<file path="config.mk">
export PLATFORM = sky130hd
export DESIGN_NAME = calc_ctrl
export DESIGN_NICKNAME = d
export VERILOG_FILES = /design/src/rtl/calc_ctrl.sv
export SDC_FILE = /design/constraint.sdc
export NUM_CORES = 1
export LEC_CHECK = 0
export ABC_AREA = 1
export BUFFER_PORTS_ARGS = -buffer_cell sky130_fd_sc_hd__buf_2
export CELL_PAD_IN_SITES_DETAIL_PLACEMENT = 0
export CELL_PAD_IN_SITES_GLOBAL_PLACEMENT = 1
export CORE_MARGIN = 3
export CORE_UTILIZATION = 36
export DETAILED_ROUTE_END_ITERATION = 8
export PLACE_DENSITY_LB_ADDON = 0.1
export SLEW_MARGIN = 25
export SYNTH_ARGS = -nofsm -noshare
export SYNTH_HDL_FRONTEND = slang
export SYNTH_SLANG_ARGS = --single-unit
</file>
<file path="constraint.sdc">
create_clock -name clk -period 8.9 [get_ports clk]
set_clock_uncertainty 0.05 [all_clocks]
set_input_delay 0.445 -clock clk [delete_from_list [all_inputs] [get_ports clk]]
set_output_delay 0.445 -clock clk [all_outputs]
set_load 0.1 [all_outputs]
</file>
<file path="src/rtl/calc_ctrl.sv">
// calc_ctrl: keypad calculator sequencer covering decimal entry, signed add/sub and chained operators.
// Define CALC_MUL_EN to enable key 12 and build the OPW-cycle shift-add multiplier.
module calc_ctrl #(
    parameter int ND  = 4,
    parameter int OPW = 14
) (
    input  logic           clk,
    input  logic           rst,
    input  logic           key_vld,
    input  logic [3:0]     key_code,
    output logic [OPW-1:0] disp_val,
    output logic           disp_neg,
    output logic           err,
    output logic           busy,
    output logic           res_vld
);
    function automatic int pow10(input int n);
        int p;
        p = 1;
        for (int i = 0; i < n; i++) p = p * 10;
        return p;
    endfunction

    localparam logic [OPW-1:0] MAX     = OPW'(pow10(ND) - 1);
    localparam logic [OPW-1:0] DIG_LIM = OPW'(pow10(ND - 1));

    typedef enum logic [2:0] {ENTER_A, OP_WAIT, ENTER_B, CALC, RESULT, ERROR} state_t;
    typedef enum logic [1:0] {OP_ADD, OP_SUB, OP_MUL} op_t;

    state_t         state, state_nxt;
    op_t            op, op_nxt, chain_op, chain_op_nxt, key_op;
    logic [OPW-1:0] a_mag, a_mag_nxt, b, b_nxt, disp_val_nxt, dig_val;
    logic           a_neg, a_neg_nxt, chain, chain_nxt;
    logic           disp_neg_nxt, err_nxt, res_vld_nxt;
    logic           key_is_op, key_is_dig;

    always_comb begin
        key_op    = OP_ADD;
        key_is_op = 1'b0;
        case (key_code)
            4'd10: begin key_op = OP_ADD; key_is_op = 1'b1; end
            4'd11: begin key_op = OP_SUB; key_is_op = 1'b1; end
`ifdef CALC_MUL_EN
            4'd12: begin key_op = OP_MUL; key_is_op = 1'b1; end
`endif
            default: ;
        endcase
    end

    assign key_is_dig = (key_code <= 4'd9);
    assign dig_val    = OPW'(key_code);

    // Add/sub in two's complement two bits wider than the operands, then back to sign-magnitude.
    logic signed [OPW+1:0] sa, sum, sabs;
    logic [OPW-1:0]        as_mag;
    logic                  as_neg, as_ovf;
    assign sa     = a_neg ? -$signed({2'b00, a_mag}) : $signed({2'b00, a_mag});
    assign sum    = (op == OP_SUB) ? sa - $signed({2'b00, b}) : sa + $signed({2'b00, b});
    assign as_neg = sum[OPW+1];
    assign sabs   = as_neg ? -sum : sum;
    assign as_mag = sabs[OPW-1:0];
    assign as_ovf = $unsigned(sabs) > {2'b00, MAX};

    logic           calc_done, res_neg, res_ovf;
    logic [OPW-1:0] res_mag;

`ifdef CALC_MUL_EN
    localparam int CW = $clog2(OPW);
    logic [2*OPW-1:0] mul_acc, mul_a, mul_acc_nxt;
    logic [OPW-1:0]   mul_b;
    logic [CW-1:0]    mul_cnt;

    assign mul_acc_nxt = mul_acc + (mul_b[0] ? mul_a : '0);

    // Operands track A/B while idle so the first CALC cycle already adds partial product 0.
    always_ff @(posedge clk) begin
        if (rst || state != CALC) begin
            mul_acc <= '0;
            mul_a   <= {{OPW{1'b0}}, a_mag};
            mul_b   <= b;
            mul_cnt <= '0;
        end else begin
            mul_acc <= mul_acc_nxt;
            mul_a   <= mul_a << 1;
            mul_b   <= mul_b >> 1;
            mul_cnt <= mul_cnt + 1'b1;
        end
    end

    always_comb begin
        calc_done = 1'b1;
        res_mag   = as_mag;
        res_neg   = as_neg;
        res_ovf   = as_ovf;
        if (op == OP_MUL) begin
            calc_done = (mul_cnt == CW'(OPW - 1));
            res_mag   = mul_acc_nxt[OPW-1:0];
            res_neg   = a_neg && (mul_acc_nxt != '0);
            res_ovf   = mul_acc_nxt > {{OPW{1'b0}}, MAX};
        end
    end
`else
    assign calc_done = 1'b1;
    assign res_mag   = as_mag;
    assign res_neg   = as_neg;
    assign res_ovf   = as_ovf;
`endif

    assign busy = (state == CALC);

    always_comb begin
        state_nxt    = state;
        op_nxt       = op;
        chain_nxt    = chain;
        chain_op_nxt = chain_op;
        a_mag_nxt    = a_mag;
        a_neg_nxt    = a_neg;
        b_nxt        = b;
        disp_val_nxt = disp_val;
        disp_neg_nxt = disp_neg;
        err_nxt      = err;
        res_vld_nxt  = 1'b0;
        if (key_vld && key_code == 4'd14) begin
            state_nxt    = ENTER_A;
            op_nxt       = OP_ADD;
            chain_nxt    = 1'b0;
            a_mag_nxt    = '0;
            a_neg_nxt    = 1'b0;
            b_nxt        = '0;
            disp_val_nxt = '0;
            disp_neg_nxt = 1'b0;
            err_nxt      = 1'b0;
        end else begin
            case (state)
                ENTER_A: if (key_vld) begin
                    if (key_is_dig && a_mag < DIG_LIM) begin
                        a_mag_nxt    = a_mag * OPW'(10) + dig_val;
                        disp_val_nxt = a_mag * OPW'(10) + dig_val;
                        disp_neg_nxt = a_neg;
                    end else if (key_is_op) begin
                        op_nxt    = key_op;
                        state_nxt = OP_WAIT;
                    end
                end
                OP_WAIT: if (key_vld) begin
                    if (key_is_dig) begin
                        b_nxt        = dig_val;
                        disp_val_nxt = dig_val;
                        disp_neg_nxt = 1'b0;
                        state_nxt    = ENTER_B;
                    end else if (key_is_op) begin
                        op_nxt = key_op;
                    end
                end
                ENTER_B: if (key_vld) begin
                    if (key_is_dig && b < DIG_LIM) begin
                        b_nxt        = b * OPW'(10) + dig_val;
                        disp_val_nxt = b * OPW'(10) + dig_val;
                        disp_neg_nxt = 1'b0;
                    end else if (key_code == 4'd13) begin
                        state_nxt = CALC;
                    end else if (key_is_op) begin
                        chain_nxt    = 1'b1;
                        chain_op_nxt = key_op;
                        state_nxt    = CALC;
                    end
                end
                CALC: if (calc_done) begin
                    chain_nxt = 1'b0;
                    if (res_ovf) begin
                        err_nxt      = 1'b1;
                        disp_val_nxt = '0;
                        disp_neg_nxt = 1'b0;
                        state_nxt    = ERROR;
                    end else begin
                        a_mag_nxt    = res_mag;
                        a_neg_nxt    = res_neg;
                        disp_val_nxt = res_mag;
                        disp_neg_nxt = res_neg;
                        res_vld_nxt  = 1'b1;
                        state_nxt    = chain ? OP_WAIT : RESULT;
                        if (chain) op_nxt = chain_op;
                    end
                end
                RESULT: if (key_vld) begin
                    if (key_is_dig) begin
                        a_mag_nxt    = dig_val;
                        a_neg_nxt    = 1'b0;
                        disp_val_nxt = dig_val;
                        disp_neg_nxt = 1'b0;
                        state_nxt    = ENTER_A;
                    end else if (key_is_op) begin
                        op_nxt    = key_op;
                        state_nxt = OP_WAIT;
                    end
                end
                default: ;
            endcase
        end
    end

    always_ff @(posedge clk) begin
        if (rst) begin
            state    <= ENTER_A;
            op       <= OP_ADD;
            chain    <= 1'b0;
            chain_op <= OP_ADD;
            a_mag    <= '0;
            a_neg    <= 1'b0;
            b        <= '0;
            disp_val <= '0;
            disp_neg <= 1'b0;
            err      <= 1'b0;
            res_vld  <= 1'b0;
        end else begin
            state    <= state_nxt;
            op       <= op_nxt;
            chain    <= chain_nxt;
            chain_op <= chain_op_nxt;
            a_mag    <= a_mag_nxt;
            a_neg    <= a_neg_nxt;
            b        <= b_nxt;
            disp_val <= disp_val_nxt;
            disp_neg <= disp_neg_nxt;
            err      <= err_nxt;
            res_vld  <= res_vld_nxt;
        end
    end
endmodule

</file>
# Yosys cells after proc, flatten, opt, wreduce, memory -nomap -nowiden
# Cells that the tools add are included.
[word_totals] output_inout_bits=18 reg_bits=54 wordCells=132 inputBits=7
[op_classes] n_eq_ne=27 n_mux=54 n_reduce_logical=24 add_sub_neg=6 bitwise_logic=4 n_mul=2 n_lt_le_gt_ge=4
[op_table] operator="$mux 14" count=8
[op_table] operator="$pmux 14 s4" count=1
[op_table] operator="$mux 16" count=3
[op_table] operator="$pmux 14 s3" count=1
[op_table] operator="$mux 3" count=13
[op_table] operator="$ne 2x2->1 const B" count=15
[op_table] operator="$add 14x4->14" count=2
[op_table] operator="$lt 14x10->1 const B" count=2
[op_table] operator="$mul 14x3->13 const B" count=2
[op_table] operator="$pmux 14 s2" count=1
[op_table] operator="$add 16x15->16" count=1
[op_table] operator="$eq 4x4->1 const B" count=4
[op_table] operator="$gt 16x14->1 const B" count=1
[op_table] operator="$neg 14->16" count=1
[op_table] operator="$neg 16->16" count=1
[op_table] operator="$sub 16x15->16" count=1
[op_table] operator="$mux 1" count=15
[op_table] operator="$pmux 3 s5" count=1
[op_table] operator="$mux 2" count=7
[op_table] operator="$reduce_and 7->1" count=2
[op_table] operator="$reduce_and 6->1" count=2
[op_table] operator="$reduce_and 5->1" count=2
[op_table] operator="$reduce_and 9->1" count=1
[op_table] operator="$eq 3x2->1 const B" count=2
[op_table] operator="other kinds (20)" count=32

# Logic depth before layout (Yosys ltp)
# Gate-level depths: netlist of run 1.
[depth] word_depth=9 mapped_depth=37 mapped_depth_nobuf=36

# Worst setup path after synthesis of run 1
# No wires, ideal clock.
[synth_timing] path_kind="register to register" startpoint="reg b[1]" endpoint="reg a_mag[6]" period_less_slack_ns=3.894 path_buffers=2 path_stages_with_launch=36 t_required_ns=8.740 slack_ns=5.006 arrival_time_ns=3.734 cell_sequence="dfxtp_1 inv_1 ha_1 inv_1 nor2_1 inv_1 nor3_1 inv_1 nor3_1 a21oi_1 o31ai_1 xnor2_1 inv_1 ha_1 nand2_1 nand2_1 nand2_1 nand2_1 a21oi_1 nand2_4 inv_2 nand2_4 nand2_4 buf_8 nand2_2 a21oi_2 nand2_1 nand2_1 nand2_1 nand2_1 nand2_2 nand2_4 buf_2 nand4_1 nand2_1 nor2_1"
[synth_between] elab_chain_cells=7
[synth_lines] item="from (decl)" line_no="32" source="logic [OPW-1:0] a_mag, a_mag_nxt, b, b_nxt, disp_val_nxt, dig_val;"
[synth_lines] item="from (signal assigned)" line_no="222" source="b <= b_nxt;"
[synth_lines] item="$add 16x15->16 / $sub 16x15->16 (equally long branches)" line_no="58" source="assign sum = (op == OP_SUB) ? sa - $signed({2'b00, b}) : sa + $signed({2'b00, b});"
[synth_lines] item="$mux 16 (*)" line_no="58"
[synth_lines] item="$neg 16->16" line_no="60" source="assign sabs = as_neg ? -sum : sum;"
[synth_lines] item="$mux 16 (*)" line_no="60"
[synth_lines] item="$gt 16x14->1" line_no="62" source="assign as_ovf = $unsigned(sabs) > {2'b00, MAX};"
[synth_lines] item="$ne 2x2->1 (no source line)"
[synth_lines] item="$reduce_and 6->1 (no source line)"
[synth_lines] item="to (signal assigned)" line_no="220" source="a_mag <= a_mag_nxt;"
[synth_lines] item="to (decl)" line_no="32"
# Mark *: on every way between the ends. The rest lies on a longest branch, timed or not. The select of a mux whose other input is x is not followed.
# A chain may end at the register's enable or synchronous reset.

# Final worst setup path of run 1
[layout_timing] startpoint="reg b[0]" endpoint="reg a_mag[10]"
# Same word-level chain as after synthesis.

==> results of run 1 <==
[cells in the final DEF, fill, tap and decap left out, types with 3 or more instances in the layout]
| cell | instances |
|---|---|
| nand2_1 | 266 |
| inv_1 | 154 |
| nor2_1 | 124 |
| a21oi_1 | 68 |
| o21ai_0 | 63 |
| ha_1 | 62 |
| nand3_1 | 60 |
| dfxtp_1 | 52 |
| xor2_1 | 31 |
| buf_2 | 24 |
| xnor2_1 | 21 |
| nand4_1 | 17 |
| nor3_1 | 15 |
| nand2_2 | 12 |
| o21bai_1 | 11 |
| nor2_2 | 9 |
| or2_2 | 7 |
| a31oi_1 | 6 |
| inv_2 | 5 |
| fa_1 | 5 |
| clkbuf_16 | 5 |
| clkinv_1 | 4 |
| nand3_2 | 4 |
| nand2_4 | 4 |
| o21ai_1 | 4 |
| o21a_1 | 4 |
| a22oi_1 | 3 |
| a2111oi_0 | 3 |
| nor4_1 | 3 |
| nand3b_1 | 3 |
| buf_4 | 3 |
[routing by layer]
metal / share of wire / GRT usage / up-vias
li1: - / - / 3449
met1: 0.50 / 0.310 / 2897
met2: 0.45 / 0.345 / 128
met3: 0.044 / 0.0265 / 17
met4: 0.012 / 0.0407 / 0
met5: 0 / 0 / -
[path summary, 6_finish.rpt]
kind                                  start                         to  slack, ps
hold reg to reg   disp_val[11]$_SDFFE_PP0P_  disp_val[11]$_SDFFE_PP0P_        420
setup / recovery          b[0]$_SDFFE_PP0P_     a_mag[10]$_SDFFE_PP0P_       4000
hold / removal                          rst   chain_op[0]$_SDFFE_PP0P_        280
setup reg to reg          b[0]$_SDFFE_PP0P_     a_mag[10]$_SDFFE_PP0P_       4000
[synthesized netlist by cell type (11+ instances only)]
master    number  share of area
o21bai_1      11          0.013
ha_1          62           0.12
xor2_1        31          0.042
nand3_1       60          0.047
nor3_1        15          0.012
nand4_1       17          0.017
a21oi_1       68          0.053
o21ai_0       63          0.049
inv_1        154          0.090
nor2_1       126          0.074
nand2_1      266           0.16
nand2_2       12          0.012
xnor2_1       21          0.029
clkbuf_1      11         0.0065
dfxtp_1       52           0.16
[flip-flops by register name, summed over array words and instances, names as in the netlist]
signal,count
a_mag,14
a_neg,1
b,14
chain,1
chain_op,1
disp_neg,1
disp_val,14
err,1
op,1
res_vld,1
state,3
[per-stage QoR]
step | worst slack [ps] | utilization | std cells | area [sq um] | hold WS, ps
2_1_floorplan | 5010 | - | 1061 | 6400 | 383
3_3_place_gp | 4040 | 0.386 | 1291 | 6710 | 406
3_5_place_dp | 4010 | 0.386 | 1291 | 6710 | 399
4_1_cts | 3970 | 0.396 | 1299 | 6880 | 266
5_1_grt | 3410 | 0.396 | 1299 | 6880 | 272
6_report | 4000 | 0.396 | 1299 | 6880 | 278
[cell type report]
| class | instances | area (sq um) | area share |
|---|---|---|---|
| clock buffers | 5 | 125 | 0.0182 |
| clock inverters | 3 | 46.3 | 0.00673 |
| inverters | 163 | 612 | 0.0890 |
| multi-input cells | 824 | 4630 | 0.673 |
| flip-flops and latches | 52 | 1040 | 0.151 |
| well taps | 225 | 282 | 0.0409 |
| repair buffers | 27 | 143 | 0.0207 |
[worst max-delay path: cells and delay by family (launching register included)]
family / cells / cell delay (ps)
and+or+nand+nor: 23 / 2490
AOI/OAI and AO/OA: 3 / 680
adders and majority gates: 2 / 480
buffers and inverters: 6 / 460
DFF: 1 / 390
xor gates and xnor gates: 1 / 210
[kinds of logic (layout without fill, tap and decap cells)]
kind of cell,Yosys count,in the layout,share of synthesized area
AO/OA/AOI/OAI,176,176,0.154
XOR/XNOR,52,52,0.0712
adder cells (fa/ha/maj),67,67,0.137
buffers and inverters,185,198,0.115
flip-flops,52,52,0.163
AND/OR/NAND/NOR,529,529,0.360
==> metrics.yaml, run 1 <==
outcome:
  outcome: "completed"
placement:
  globalplace.congestion: 0.906
  portBuffers: 24
  place_hpwl_um: 17200
logic_synthesis:
  synth-edff-count: 0
  ys.flop_type: "dfxtp_1"
  syn_area_sq_um: 6400
  avgSynthCellArea_sq_um: 6.03
  async_flop_share: 0
  synth_cells: 1061
  synthDistinctLibCells: 47
  yosysSeqAreaShare: 0.163
  yosysWarningCount: 0
  ys_ff_latch: 52
  syn_nets: 1135
cts:
  cts_tree: "built"
  clk_path_buf_depth: 2
  cts-hold-fix-buffers: 0
  clock-root-buffer: "clkbuf_16"
  cts_setup_buffers: 0
  cts-buffers-inserted: 5
  cts_max_level: 2
  cts_resized: 0
  cts.clk_slew.worst_paths_ps: 80
  worst_skew_pair.late_latency_ps: 320
  cts_sinks: 52
worst_setup_path:
  r2r_cells: 35
  worst_path_most_repeated_cell: "nand2_1"
  worst_path_max_delay_cell: "dfxtp_1"
  worstPathMaxFanout: 23
  arrival_ps: 5050
  required_ps: 9050
  critPathMaxStageDelay_ps: 390
  critPathLaunchType: "flop"
  end_kind: "flop"
  worstSetupPathType: "reg2reg"
grt:
  grt_use_total: 0.214
  grt.overflow.total: 0
  grt_antenna_before_repair: 0
  grt_first_pass_wirelength_um: 33500
  grt_max_degree: 30
  grt_pass1_vias: 6145
floorplan:
  fp.dieH_um: 139
  dieWidth_um: 139
  fp-row-count: 48
  fp.coreArea_sq_um: 17400
  die-area_sq_um: 19400
  design.portCount: 25
  initial_core_util: 0.369
final_layout:
  fillCellCount: 1997
  areaGrowthSynthToFinish_pct: 7.45
  antenna_cells: 0
  drive_gt1_frac: 0.0764
  nets: 1147
route:
  detail-route-antenna-nets: 0
  via_per_inst: 5.00
  routedWlPerCell_um: 15.9
  vias: 6491
  drt_iter0_markers: 519
  drc: 0
  dr.pass1.iters: 5
  routed_wl_um: 20700
timing:
  setup_violations: 0
  slew-limit-headroom: 0.483
  period_share: 0.550
  setup_tns_ps: 0
  tightest_slew_ps: 756
  hold_viol_final: 0
  fmax_ghz: 0.204
  period_needed_ps: 4900
  rsz0062_at_grt: "no"
  maxSlewViolCount: 0
worst_hold_path:
  hold_path_class: "in2reg"
  hold-path-cell-count: 2
run:
  drv_cap: 0
Power of run 1 is not shown: default switching activity piles up to over one toggle a cycle in this logic, so the estimate is an artifact.
==> run 2: changes to the inputs <==
clock period = 4.9 ns   (was 8.9 ns; I/O delays follow)
==> run 2 against run 1 <==
Against the previous run:
- wire length rose by 2.1%
- highest routed layer unchanged
- setup slack got worse by 3500 ps
- critical path type unchanged
- via count is 2.1% higher
- final cell count is 0.77% higher
- die area did not move
- sequential share of layout area decreased by 0.28 points
==> metrics.yaml, run 2 (synthesis gave the netlist of run 1 again) <==
timing:
  setup_tns_ps: 0  # unchanged
  setup_violations: 0  # unchanged
  slew-limit-headroom: 0.336  # -0.147
  fmax_ghz: 0.227  # +11%
  setup_ws_ps: 500  # -3500 ps
  period_needed_ps: 4400  # -499 ps
  tightest_slew_ps: 989  # +233 ps
  period_share: 0.898  # +0.348
  hold_viol_final: 0  # unchanged
  maxSlewViolCount: 0  # unchanged
route:
  routedWlPerCell_um: 16.1  # +1.4%
  drt_iter0_markers: 461  # -11%
  dr.pass1.iters: 5  # unchanged
  routed_wl_um: 21100  # +2.1%
  vias: 6628  # +2.1%
  drc: 0  # unchanged
  via_per_inst: 5.06  # +1.3%
  detail-route-antenna-nets: 0  # unchanged
worst_setup_path:
  critPathMaxStageDelay_ps: 360  # -30 ps
  arrival_ps: 4570  # -480 ps
  worst_path_most_repeated_cell: "nand2_1"
  r2r-start: "a_mag[1]$_SDFFE_PP0P_"
  worstPathMaxFanout: 19  # -17%
  critPathLaunchType: "flop"
  r2r_setup_slack_ps: 500  # -3500 ps
  end_kind: "flop"
  required_ps: 5070  # -3980 ps
  worstSetupPathType: "reg2reg"
  r2r_cells: 34  # -2.9%
  timing.rr.end: "state[2]$_SDFFE_PP0P_"
  worst_path_max_delay_cell: "dfxtp_1"
placement:
  globalplace.congestion: 0.899  # -0.74%
  portBuffers: 24  # unchanged
  dp_cells: 1299  # +0.62%
  place_hpwl_um: 17200  # about the same
  dpl_worst_slack_ps: 178  # -3830 ps
grt:
  grt_use_total: 0.214  # about the same
  grt_max_degree: 39  # +30%
  grt_pass1_vias: 6159  # +0.23%
  grt.overflow.total: 0  # unchanged
  grt_antenna_before_repair: 0  # unchanged
  grt_first_pass_wirelength_um: 33200  # -0.74%
floorplan:
  initial_core_util: 0.369  # unchanged
  fp.dieH_um: 139  # unchanged
  die-area_sq_um: 19400  # unchanged
  dieWidth_um: 139  # unchanged
  fp.coreArea_sq_um: 17400  # unchanged
  fp-row-count: 48  # unchanged
  design.portCount: 25  # unchanged
cts:
  cts_tree: "built"
  clk_path_buf_depth: 2  # unchanged
  cts-hold-fix-buffers: 0  # unchanged
  worst_skew_pair.late_latency_ps: 320  # about the same
  clock-root-buffer: "clkbuf_16"
  cts-buffers-inserted: 5  # unchanged
  cts_sinks: 52  # unchanged
  cts_max_level: 2  # unchanged
  cts.clk_slew.worst_paths_ps: 90  # about the same
worst_hold_path:
  hold_path_startpoint: "rst"
  hold_end: "chain_op[0]$_SDFFE_PP0P_"
  hold_path_class: "in2reg"
  hold-path-cell-count: 2  # unchanged
final_layout:
  nets: 1157  # +0.87%
  fin_cells: 1309  # +0.77%
  final_common_cell: "nand2_1"
  seqCellArea_sq_um: 1040  # +0.12%
  areaGrowthSynthToFinish_pct: 9.58
  multi_input_area_sq_um: 4720  # +1.9%
  fillCellCount: 1964  # -1.7%
  largestRegisters: "a_mag (14), b (14), disp_val (14)"
  final_cell_mix: "nand2_1, inv_1, nor2_1"
  antenna_cells: 0  # unchanged
  drive_gt1_frac: 0.0932  # +0.0168
outcome:
  outcome: "completed"
run:
  drv_cap: 0  # unchanged
[run 2: layout make-up]
class | count | area share
multi-input cells | 826 | 0.672
flip-flops and latches | 52 | 0.149
inverters | 163 | 0.0872
well taps | 225 | 0.0401
repair buffers | 35 | 0.0289
clock buffers | 5 | 0.0178
clock inverters | 3 | 0.00482
[run 2: critical path, delay by kind of cell, from the launching register on]
| family | cells | cell delay (ps) |
|---|---|---|
| AO/OA/AOI/OAI | 1 | 160 |
| XOR/XNOR | 1 | 180 |
| adder cells (fa/ha/maj) | 2 | 490 |
| buffers and inverters | 6 | 480 |
| flip-flops | 1 | 360 |
| AND/OR/NAND/NOR | 24 | 2590 |
[run 2: what timing repair did]
action                                 in CTS  in global routing
setup endpoints to repair                   0                 35
buffers inserted                            0                  0
resized for setup                           0                 13
endpoints found under the hold margin       0                  0
[run 2: worst max-delay path by stage]
stage	startpoint	endpoint	slack (ps)	cells past startpoint
2_1_floorplan	b[1]$_SDFFE_PP0P_	a_mag[6]$_SDFFE_PP0P_	1010	35
3_3_place_gp	b[0]$_SDFFE_PP0P_	a_mag[3]$_SDFFE_PP0P_	190	33
3_5_place_dp	b[0]$_SDFFE_PP0P_	a_mag[7]$_SDFFE_PP0P_	180	33
4_1_cts	b[0]$_SDFFE_PP0P_	a_mag[0]$_SDFFE_PP0P_	140	34
5_1_grt	b[0]$_SDFFE_PP0P_	state[2]$_SDFFE_PP0P_	-20	34
6_report	a_mag[1]$_SDFFE_PP0P_	state[2]$_SDFFE_PP0P_	500	34
[run 2: stage by stage]
| stage | cell area (sq um) | hold WS (ps) | util |
|---|---|---|---|
| 3_5_place_dp | 6770 | 385 | 0.390 |
| 4_1_cts | 6920 | 51.4 | 0.399 |
| 3_3_place_gp | 6770 | 385 | 0.390 |
| 5_1_grt | 7010 | 64.1 | 0.404 |
| 2_1_floorplan | 6400 | 264 | - |
| 6_report | 7010 | 59.7 | 0.404 |
[run 2: routing by layer]
| metal | routed length (um) | part of all wire | GRT usage |
|---|---|---|---|
| met2 | 9540 | 0.45 | 0.345 |
| met3 | 847 | 0.040 | 0.0213 |
| met4 | 429 | 0.020 | 0.0566 |
| met1 | 10300 | 0.49 | 0.306 |
| met5 | 0 | 0 | 0 |
Power of run 2 is left out for the same reason.
==> run 3: changes to the inputs <==
CTS_BUF_LIST = sky130_fd_sc_hd__clkbuf_8   (was unset)
HOLD_SLACK_MARGIN = 0.06   (was unset)
==> run 3 against run 2 <==
Against the previous run:
- flip-flop and latch count did not move
- final cell count barely moved
- first-iteration DRC count fell by 12%
- setup slack got worse by 7.6 ps
- critical path depth did not move
- via count fell by 0.60%
- global-route usage barely moved
- die area did not move
==> metrics.yaml, run 3 (synthesis gave the netlist of run 1 again) <==
floorplan:
  dieWidth_um: 139  # unchanged
  design.portCount: 25  # unchanged
  initial_core_util: 0.369  # unchanged
  fp.dieH_um: 139  # unchanged
  fp-row-count: 48  # unchanged
  fp.coreArea_sq_um: 17400  # unchanged
  die-area_sq_um: 19400  # unchanged
timing:
  hold_viol_final: 0  # unchanged
  maxSlewViolCount: 0  # unchanged
  fmax_ghz: 0.227  # -0.17%
  setup_ws_ps: 492  # -7.55 ps
  period_needed_ps: 4410  # +7.55 ps
  setup_violations: 0  # unchanged
  slew-limit-headroom: 0.316  # -0.0198
  tightest_slew_ps: 1020  # +29.5 ps
  period_share: 0.900  # +0.00154
  whs_ps: 181  # +121 ps
  setup_tns_ps: 0  # unchanged
final_layout:
  nets: 1158  # +0.086%
  final_cell_mix: "nand2_1, inv_1, nor2_1"
  fillCellCount: 1970  # +0.31%
  antenna_cells: 0  # unchanged
  areaGrowthSynthToFinish_pct: 8.90
  largestRegisters: "a_mag (14), b (14), disp_val (14)"
  multi_input_area_sq_um: 4720  # about the same
  seqCellArea_sq_um: 1040  # unchanged
  drive_gt1_frac: 0.0940  # +0.000836
  final_common_cell: "nand2_1"
  fin_util: 0.402  # -0.00252
route:
  wl_met3_um: 740  # -13%
  routed_wl_um: 21100  # -0.27%
  vias: 6588  # -0.60%
  drt_iter0_markers: 405  # -12%
  wl_met2_um: 9550  # +0.16%
  detail-route-antenna-nets: 0  # unchanged
  highest_layer: "met4"
  drc: 0  # unchanged
  dr.pass1.iters: 5  # unchanged
  via_per_inst: 5.03  # -0.68%
  routedWlPerCell_um: 16.1  # -0.35%
  wl_met1_um: 10400  # +0.51%
outcome:
  outcome: "completed"
worst_setup_path:
  arrival_ps: 4610  # +40 ps
  worst_path_max_delay_cell: "dfxtp_1"
  worstPathMaxFanout: 19  # unchanged
  worst_path_most_repeated_cell: "nand2_1"
  worstSetupPathType: "reg2reg"
  required_ps: 5100  # +30 ps
  critPathMaxStageDelay_ps: 370  # about the same
  critPathLaunchType: "flop"
  end_kind: "flop"
cts:
  cts_tree: "built"
  cts_max_level: 2  # unchanged
  cts_sinks: 52  # unchanged
  cts.clk_slew.worst_paths_ps: 130  # +40 ps
  cts-buffers-inserted: 5  # unchanged
  clk_path_buf_depth: 2  # unchanged
  worst_skew_pair.late_latency_ps: 350  # +30 ps
  clock-root-buffer: "clkbuf_8"
worst_hold_path:
  hold_path_class: "in2reg"
grt:
  grt_first_pass_wirelength_um: 33300  # +0.11%
  grt_use_total: 0.214  # -0.000287
  grt_max_degree: 39  # unchanged
  grt_pass1_vias: 6157  # -0.032%
  grt.overflow.total: 0  # unchanged
  grt_antenna_before_repair: 0  # unchanged
placement:
  dpl_worst_slack_ps: 178  # unchanged
  globalplace.congestion: 0.899  # unchanged
  place_hpwl_um: 17200  # unchanged
  portBuffers: 24  # unchanged
run:
  drv_cap: 0  # unchanged
-- run 3: cell types whose count changed in the layout (fill, tap and decap cells not counted) --
cell,before,now
dlygate4sd3_1,0,1
nor2_2,9,10
clkbuf_8,0,5
nor2_1,124,123
clkbuf_16,5,0
-- run 3: per-layer routing --
metal	vias up	global-route usage
li1	3470	-
met1	2959	0.307
met2	138	0.344
met3	21	0.0213
met4	0	0.0520
met5	-	0
-- run 3: final timing paths --
path,start,end,slack (ps),cells after the start
max,a_mag[1]$_SDFFE_PP0P_,state[2]$_SDFFE_PP0P_,490,34
min,key_vld,chain_op[0]$_SDFFE_PP0P_,180,3
max reg2reg,a_mag[1]$_SDFFE_PP0P_,state[2]$_SDFFE_PP0P_,490,34
min reg2reg,disp_val[11]$_SDFFE_PP0P_,disp_val[11]$_SDFFE_PP0P_,420,2
-- run 3: layout make-up --
type | instances | area share
clock buffers | 5 | 0.00987
clock inverters | 3 | 0.00485
inverters | 163 | 0.0878
multi-input cells | 826 | 0.677
flip-flops and latches | 52 | 0.150
well taps | 225 | 0.0404
repair buffers | 36 | 0.0305
-- run 3: critical path, delay by kind of cell (launching register included) --
family,cells,cell delay [ps]
AOI/OAI and AO/OA,1,160
xor gates and xnor gates,1,180
adders and majority gates,2,490
buffers and inverters,6,480
DFF,1,370
and+or+nand+nor,24,2590
-- run 3: per-stage QoR --
step           instances  area (sq um)
2_1_floorplan       1061          6400
3_3_place_gp        1299          6770
3_5_place_dp        1299          6770
4_1_cts             1308          6880
5_1_grt             1310          6970
6_report            1310          6970
-- run 3: timing repair --
action / CTS / global route
hold endpoints to repair: 1 / 0
resized for setup: 0 / 14
setup endpoints to repair: 0 / 35
setup buffers: 0 / 0
hold buffers: 1 / 0
Power of run 3 is left out for the same reason.
